### config.mk
export PLATFORM = sky130hd
export DESIGN_NAME = fetch_unit
export DESIGN_NICKNAME = d
export VERILOG_FILES = /design/src/rtl/fetch_unit.sv
export SDC_FILE = /design/constraint.sdc
export NUM_CORES = 1
export LEC_CHECK = 0
export CAP_MARGIN = 20
export CELL_PAD_IN_SITES_DETAIL_PLACEMENT = 2
export CELL_PAD_IN_SITES_GLOBAL_PLACEMENT = 2
export CORE_MARGIN = 3
export CORE_UTILIZATION = 32
export CTS_CLUSTER_DIAMETER = 60
export DETAILED_ROUTE_END_ITERATION = 16
export GPL_ROUTABILITY_DRIVEN = 0
export GPL_TIMING_DRIVEN = 1
export PLACE_DENSITY_LB_ADDON = 0.1
export SKIP_LAST_GASP = 1
export SYNTH_ARGS = -nofsm -noshare
export SYNTH_HDL_FRONTEND = slang
export SYNTH_SLANG_ARGS = --single-unit
export TNS_END_PERCENT = 50
### constraint.sdc
create_clock -name clk -period 3.76 [get_ports clk]
set_input_delay 0.752 -clock clk [delete_from_list [all_inputs] [get_ports clk]]
set_output_delay 0.752 -clock clk [all_outputs]
set_load 0.03 [all_outputs]
### src/rtl/fetch_unit.sv
// Instruction fetch stage: samples the PC, issues one imem read at a time,
// and hands address-tagged instructions to decode through a 2-entry queue.
module fetch_unit #(
    parameter int ADDR_W = 16,
    parameter int DATA_W = 16
) (
    input  logic              clk,
    input  logic              reset,
    input  logic [ADDR_W-1:0] pc_in,
    output logic              pc_inc,
    input  logic              flush,
    output logic              imem_req,
    output logic [ADDR_W-1:0] imem_addr,
    input  logic              imem_ack,
    input  logic [DATA_W-1:0] imem_rdata,
    output logic              instr_valid,
    output logic [DATA_W-1:0] instr_data,
    output logic [ADDR_W-1:0] instr_pc,
    input  logic              instr_ready,
    output logic [1:0]        dbg_state
);

    // Handshakes: imem_req/imem_addr stay put until imem_ack is sampled high;
    // a decode transfer happens on every edge where instr_valid & instr_ready,
    // and the head entry never changes while instr_valid=1 and instr_ready=0.

    typedef enum logic [1:0] {
        S_IDLE  = 2'd0,
        S_WAIT  = 2'd1,
        S_DRAIN = 2'd2
    } state_t;

    state_t              r_state;
    state_t              w_state_next;
    logic                w_issue;
    logic                w_push;
    logic                w_pop;
    logic                w_req_next;

    logic                r_req;
    logic                r_pc_inc;
    logic [ADDR_W-1:0]   r_addr;

    // Entry 0 is always the head, so the decode outputs come straight off flops.
    logic                r_v0;
    logic                r_v1;
    logic [DATA_W-1:0]   r_d0;
    logic [DATA_W-1:0]   r_d1;
    logic [ADDR_W-1:0]   r_p0;
    logic [ADDR_W-1:0]   r_p1;

    always_comb begin
        w_state_next = r_state;
        w_issue      = 1'b0;
        w_push       = 1'b0;
        w_req_next   = r_req;
        case (r_state)
            S_IDLE: begin
                if (!flush && !r_v1) begin
                    w_issue      = 1'b1;
                    w_req_next   = 1'b1;
                    w_state_next = S_WAIT;
                end
            end
            S_WAIT: begin
                if (imem_ack) begin
                    w_push       = !flush;
                    w_req_next   = 1'b0;
                    w_state_next = S_IDLE;
                end else if (flush) begin
                    w_state_next = S_DRAIN;
                end
            end
            S_DRAIN: begin
                if (imem_ack) begin
                    w_req_next   = 1'b0;
                    w_state_next = S_IDLE;
                end
            end
            default: begin
                w_req_next   = 1'b0;
                w_state_next = S_IDLE;
            end
        endcase
        w_pop = r_v0 && instr_ready && !flush;
    end

    always_ff @(posedge clk) begin
        if (reset) begin
            r_state  <= S_IDLE;
            r_req    <= 1'b0;
            r_pc_inc <= 1'b0;
            r_addr   <= '0;
        end else begin
            r_state  <= w_state_next;
            r_req    <= w_req_next;
            r_pc_inc <= w_issue;
            if (w_issue) begin
                r_addr <= pc_in;
            end
        end
    end

    // r_addr doubles as the tag of the outstanding request.
    always_ff @(posedge clk) begin
        if (reset) begin
            r_v0 <= 1'b0;
            r_v1 <= 1'b0;
            r_d0 <= '0;
            r_d1 <= '0;
            r_p0 <= '0;
            r_p1 <= '0;
        end else if (flush) begin
            r_v0 <= 1'b0;
            r_v1 <= 1'b0;
        end else begin
            case ({w_push, w_pop})
                2'b11: begin
                    if (r_v1) begin
                        r_d0 <= r_d1;
                        r_p0 <= r_p1;
                        r_d1 <= imem_rdata;
                        r_p1 <= r_addr;
                    end else begin
                        r_d0 <= imem_rdata;
                        r_p0 <= r_addr;
                    end
                end
                2'b01: begin
                    r_d0 <= r_d1;
                    r_p0 <= r_p1;
                    r_v0 <= r_v1;
                    r_v1 <= 1'b0;
                end
                2'b10: begin
                    if (!r_v0) begin
                        r_d0 <= imem_rdata;
                        r_p0 <= r_addr;
                        r_v0 <= 1'b1;
                    end else begin
                        r_d1 <= imem_rdata;
                        r_p1 <= r_addr;
                        r_v1 <= 1'b1;
                    end
                end
                default: begin
                end
            endcase
        end
    end

    assign pc_inc      = r_pc_inc;
    assign imem_req    = r_req;
    assign imem_addr   = r_addr;
    assign instr_valid = r_v0;
    assign instr_data  = r_d0;
    assign instr_pc    = r_p0;
    assign dbg_state   = r_state;

endmodule

==> report_table.html <==
<table>
<tr><th>Metric</th><th>Value</th></tr>
<tr><th colspan="2">Cells and area</th></tr>
<tr><td>Layout overhead on the synthesized area</td><td>35.81%</td></tr>
<tr><td>Share of the core filled with cells in the final layout</td><td>0.4483</td></tr>
<tr><td># fillers</td><td>1203</td></tr>
<tr><td>Final #Nets</td><td>512</td></tr>
<tr><td>Fraction of final layout cells sized beyond drive strength 1</td><td>0.07203</td></tr>
<tr><td>Footprint of the multi-input gates</td><td>1708 um2</td></tr>
<tr><td>Cell Count, Final, Fillers Out</td><td>612</td></tr>
<tr><td>Register Area</td><td>1722 um2</td></tr>
<tr><td>Final Instance Area</td><td>4902 um2</td></tr>
<tr><td>N_diodes</td><td>0</td></tr>
<tr><th colspan="2">STA</th></tr>
<tr><td>Final total negative setup slack</td><td>0 ps</td></tr>
<tr><td>Fraction of the cycle the final worst path needs</td><td>0.8339</td></tr>
<tr><td>Fin. Hold Viols</td><td>0</td></tr>
<tr><td>Achievable Freq</td><td>0.3189 GHz</td></tr>
<tr><td>Unrepaired setup endpoints after global routing</td><td>false</td></tr>
<tr><td>Clock Skews</td><td>3.707 ps</td></tr>
<tr><td>Total setup violations reported at the end of the flow</td><td>0</td></tr>
<tr><td>Pin slew with the least headroom to its limit</td><td>913.2 ps</td></tr>
<tr><td>Final period demand of the worst path</td><td>3135 ps</td></tr>
<tr><td>Relative slew margins</td><td>0.3911</td></tr>
<tr><td>Number of slew-limit violations in the final report</td><td>0</td></tr>
<tr><th colspan="2">Routing</th></tr>
<tr><td>Post-DR wirelength/cell</td><td>18.06 um</td></tr>
<tr><td>Number of design rule violations left after detail routing</td><td>0</td></tr>
<tr><td>Number of vias after detailed routing</td><td>3198</td></tr>
<tr><td>Number of detailed-route iterations in the first pass</td><td>4</td></tr>
<tr><td>Detailed-route wire length</td><td>11050 um</td></tr>
<tr><td>Post-route ant nets</td><td>0</td></tr>
<tr><td>Routed via count divided by cell count</td><td>5.225</td></tr>
<tr><td>Iter 0 DRT Violations</td><td>163</td></tr>
<tr><th colspan="2">Synthesis</th></tr>
<tr><td>Post-synthesis net count</td><td>427</td></tr>
<tr><td>Avg Inst Size Synth</td><td>9.450 um2</td></tr>
<tr><td>Cells after Synth</td><td>382</td></tr>
<tr><td>Yosys warning count</td><td>0</td></tr>
<tr><td>Share of the synthesized area in the top cell type</td><td>0.4769</td></tr>
<tr><td>Number of distinct library cells after synthesis</td><td>31</td></tr>
<tr><td>Number of flip-flops and latches in the synthesized netlist</td><td>86</td></tr>
<tr><td>Cell type contributing the most total cell area after synthesis</td><td>sky130_fd_sc_hd__dfxtp_1</td></tr>
<tr><td>Synth Cell Area</td><td>3610 um2</td></tr>
<tr><td>Ranking of synthesized cells by area</td><td>sky130_fd_sc_hd__dfxtp_1, sky130_fd_sc_hd__mux2i_1, sky130_fd_sc_hd__nand2_1, sky130_fd_sc_hd__a21oi_1, sky130_fd_sc_hd__nor2_1</td></tr>
<tr><td>Flip-flop cell with the highest count after synthesis</td><td>sky130_fd_sc_hd__dfxtp_1</td></tr>
<tr><td>Share of flip-flops with an asynchronous set or reset</td><td>0</td></tr>
<tr><td>Share of the yosys chip area belonging to registers</td><td>0.4769</td></tr>
<tr><td>Post-synth EDFFs</td><td>0</td></tr>
<tr><th colspan="2">Clock network</th></tr>
<tr><td>Number of clock sinks seen by CTS</td><td>86</td></tr>
<tr><td># resized after CTS</td><td>0</td></tr>
<tr><td>Number of buffers inserted during clock tree synthesis</td><td>9</td></tr>
<tr><td>Clock edge transition at the registers on the reported setup and hold paths</td><td>60 ps</td></tr>
<tr><td>Root buf cell</td><td>sky130_fd_sc_hd__clkbuf_16</td></tr>
<tr><td>Maximum number of buffers from clock root to sink</td><td>2</td></tr>
<tr><td>Insertion delay to the later sink of the worst-skew pair</td><td>340 ps</td></tr>
<tr><td>Count of hold-fix buffers inserted at cts</td><td>0</td></tr>
<tr><td>TritonCTS clock tree</td><td>built</td></tr>
<tr><td>H-tree level count</td><td>3</td></tr>
<tr><td>Buffer count from post-CTS setup fixing</td><td>0</td></tr>
<tr><th colspan="2">Worst hold path</th></tr>
<tr><td>Hold Path Stages</td><td>2</td></tr>
<tr><td>Min-Delay Startpoint</td><td>instr_data[8]</td></tr>
<tr><td>Kind of path behind the tightest hold check</td><td>flop to flop</td></tr>
<tr><th colspan="2">Flow run</th></tr>
<tr><td>Reported max-cap violation count</td><td>0</td></tr>
<tr><th colspan="2">Power and ir drop</th></tr>
<tr><td>Leak Pwr</td><td>1.738 nW</td></tr>
<tr><td>VDD IR-drop max</td><td>0.0002369 V</td></tr>
<tr><td>PD cells</td><td>412.0 nW/um2</td></tr>
<tr><th colspan="2">Global route</th></tr>
<tr><td>Global routing usage summed across all routing layers</td><td>0.1802</td></tr>
<tr><td>First-pass GRT wire length</td><td>18110 um</td></tr>
<tr><td>Maximum number of pins on one net before global-route repair</td><td>46</td></tr>
<tr><td>Overall overflow remaining after global route</td><td>0</td></tr>
<tr><td>Number of global-route vias before repair</td><td>3409</td></tr>
<tr><td>Number of antenna violations at the first check in global routing</td><td>0</td></tr>
<tr><th colspan="2">Die</th></tr>
<tr><td>I/O Pins</td><td>90</td></tr>
<tr><td>Effective utilization at floorplan</td><td>0.3301</td></tr>
<tr><td>Overall die height</td><td>112.2 um</td></tr>
<tr><td>CORE AREA</td><td>10940 um2</td></tr>
<tr><td>Full die area</td><td>12590 um2</td></tr>
<tr><td>Die X-Extent</td><td>112.2 um</td></tr>
<tr><td>Core Rows</td><td>38</td></tr>
<tr><th colspan="2">Critical path</th></tr>
<tr><td>Gate family responsible for the most delay along the worst path</td><td>compound AO/OA/AOI/OAI gates</td></tr>
<tr><td>Highest fanout seen on the critical path</td><td>18</td></tr>
<tr><td>Required time of the critical path</td><td>4020 ps</td></tr>
<tr><td>Launch point of the worst reg-to-reg path</td><td>instr_valid</td></tr>
<tr><td>Crit start category</td><td>primary input</td></tr>
<tr><td>Classification of the worst setup path</td><td>primary input to flop</td></tr>
<tr><td>Largest stage delay on the critical path</td><td>710 ps</td></tr>
<tr><td>Crit path cell chain</td><td>clkdlybuf4s50_1 -&gt; buf_4 -&gt; nor3b_1 -&gt; ha_1 -&gt; inv_1 -&gt; o21ai_2 -&gt; a22oi_1 -&gt; o21ai_0</td></tr>
<tr><td>Worst Path Arrival</td><td>3390 ps</td></tr>
<tr><td>Number of cells on the critical path</td><td>8</td></tr>
<tr><td>Number of buffer and inverter stages on the critical path</td><td>3</td></tr>
<tr><td>CP max-delay cell</td><td>sky130_fd_sc_hd__o21ai_2</td></tr>
<tr><td>Critical path launch point</td><td>flush</td></tr>
<tr><td>Kind of end point of the critical path</td><td>flop</td></tr>
<tr><td>R2r worst-path depth</td><td>7</td></tr>
<tr><th colspan="2">Placement</th></tr>
<tr><td>Cell area after placement</td><td>4623 um2</td></tr>
<tr><td>Number of port buffers</td><td>89</td></tr>
<tr><td>Detailed-placement wirelength estimate</td><td>7523 um</td></tr>
<tr><td>Number of placed instances, taps included</td><td>595</td></tr>
<tr><th colspan="2">Outcome</th></tr>
<tr><td>Status</td><td>finished clean</td></tr>
</table>
## cell usage in the layout (no fill, tap or decap), types with 2 or more instances in the layout
master	count
sky130_fd_sc_hd__nand2b_1	2
sky130_fd_sc_hd__nand2_1	53
sky130_fd_sc_hd__o21ai_0	19
sky130_fd_sc_hd__a221oi_1	14
sky130_fd_sc_hd__clkinv_2	3
sky130_fd_sc_hd__a22oi_1	18
sky130_fd_sc_hd__a21oi_1	33
sky130_fd_sc_hd__mux2i_1	46
sky130_fd_sc_hd__clkdlybuf4s50_1	88
sky130_fd_sc_hd__ha_1	8
sky130_fd_sc_hd__a211oi_1	3
sky130_fd_sc_hd__dfxtp_1	86
sky130_fd_sc_hd__clkbuf_16	9
sky130_fd_sc_hd__inv_1	8
sky130_fd_sc_hd__a22o_1	14
sky130_fd_sc_hd__clkinvlp_4	2
sky130_fd_sc_hd__buf_4	10
sky130_fd_sc_hd__nor2_1	36
## area by class of cell
type / instances / share of cell area
Clock buffer: 10 / 0.04671
Clock inverter: 6 / 0.007912
Inverter: 8 / 0.006126
Multi-Input combinational cell: 261 / 0.3484
Sequential cell: 86 / 0.3512
Tap cell: 140 / 0.03573
Timing Repair Buffer: 101 / 0.2039
## worst paths after layout
check,end,slack [ps]
worst max-delay path,instr_data[2],620
worst min-delay path,instr_data[8],460
worst max register to register,instr_data[2],1060
worst min register to register,instr_data[8],460
## stage by stage
stage	setup slack [ps]	hold WS, ps	total power, mW
6_report	624.6	462.9	2.020
5_1_grt	359.8	491.1	2.105
4_1_cts	585.5	467.9	2.044
3_5_place_dp	225.7	451.8	1.220
3_3_place_gp	549.6	434.9	1.211
2_1_floorplan	1182	461.3	1.104
## report_power, final
group	leakage [nW]	total, mW	switching (mW)	internal [mW]
clock network	0.128	0.820	0.375	0.445
registers	0.697	0.957	0.0242	0.933
logic	0.913	0.243	0.135	0.108
## worst min-delay path, delay by kind of cell, from the launching register on
kind,cells,cell delay [ps]
AOI/OAI and AO/OA,1,60
DFF,1,330
and+or+nand+nor,1,40
## flip-flops by register name, indices dropped and copies added (netlist names)
register,cells
imem_addr,16
instr_valid,1
instr_data,16
dbg_state,2
r_p1,16
imem_req,1
r_v1,1
pc_inc,1
r_d1,16
instr_pc,16
## cell usage after synthesis, types with 8 or more instances
master,instances
sky130_fd_sc_hd__a22o_1,14
sky130_fd_sc_hd__inv_1,8
sky130_fd_sc_hd__a22oi_1,18
sky130_fd_sc_hd__nor2_1,37
sky130_fd_sc_hd__o21ai_0,19
sky130_fd_sc_hd__ha_1,8
sky130_fd_sc_hd__buf_2,8
sky130_fd_sc_hd__a221oi_1,14
sky130_fd_sc_hd__a21oi_1,33
sky130_fd_sc_hd__dfxtp_1,86
sky130_fd_sc_hd__nand2_1,53
sky130_fd_sc_hd__mux2i_1,46
sky130_fd_sc_hd__clkbuf_1,14
## cell families (layout without fill, tap and decap cells)
| logic type | Yosys count | in the layout | share of synthesized area |
|---|---|---|---|
| AOI/OAI and AO/OA | 106 | 106 | 0.1990 |
| adders and majority gates | 8 | 8 | 0.02773 |
| buffers and inverters | 35 | 125 | 0.05061 |
| DFF | 86 | 86 | 0.4769 |
| muxes | 48 | 48 | 0.1345 |
| and+or+nand+nor | 99 | 99 | 0.1113 |
## per-layer routing
metal  track usage  share of wire  up-vias
met4       0.05769         0.0081        0
met2        0.3039           0.49       67
met3       0.04259          0.044        8
met1        0.2280           0.46     1592
met5             0              0        -
li1              -              -     1531
No activity file was read; power rests on OpenSTA's default activity.
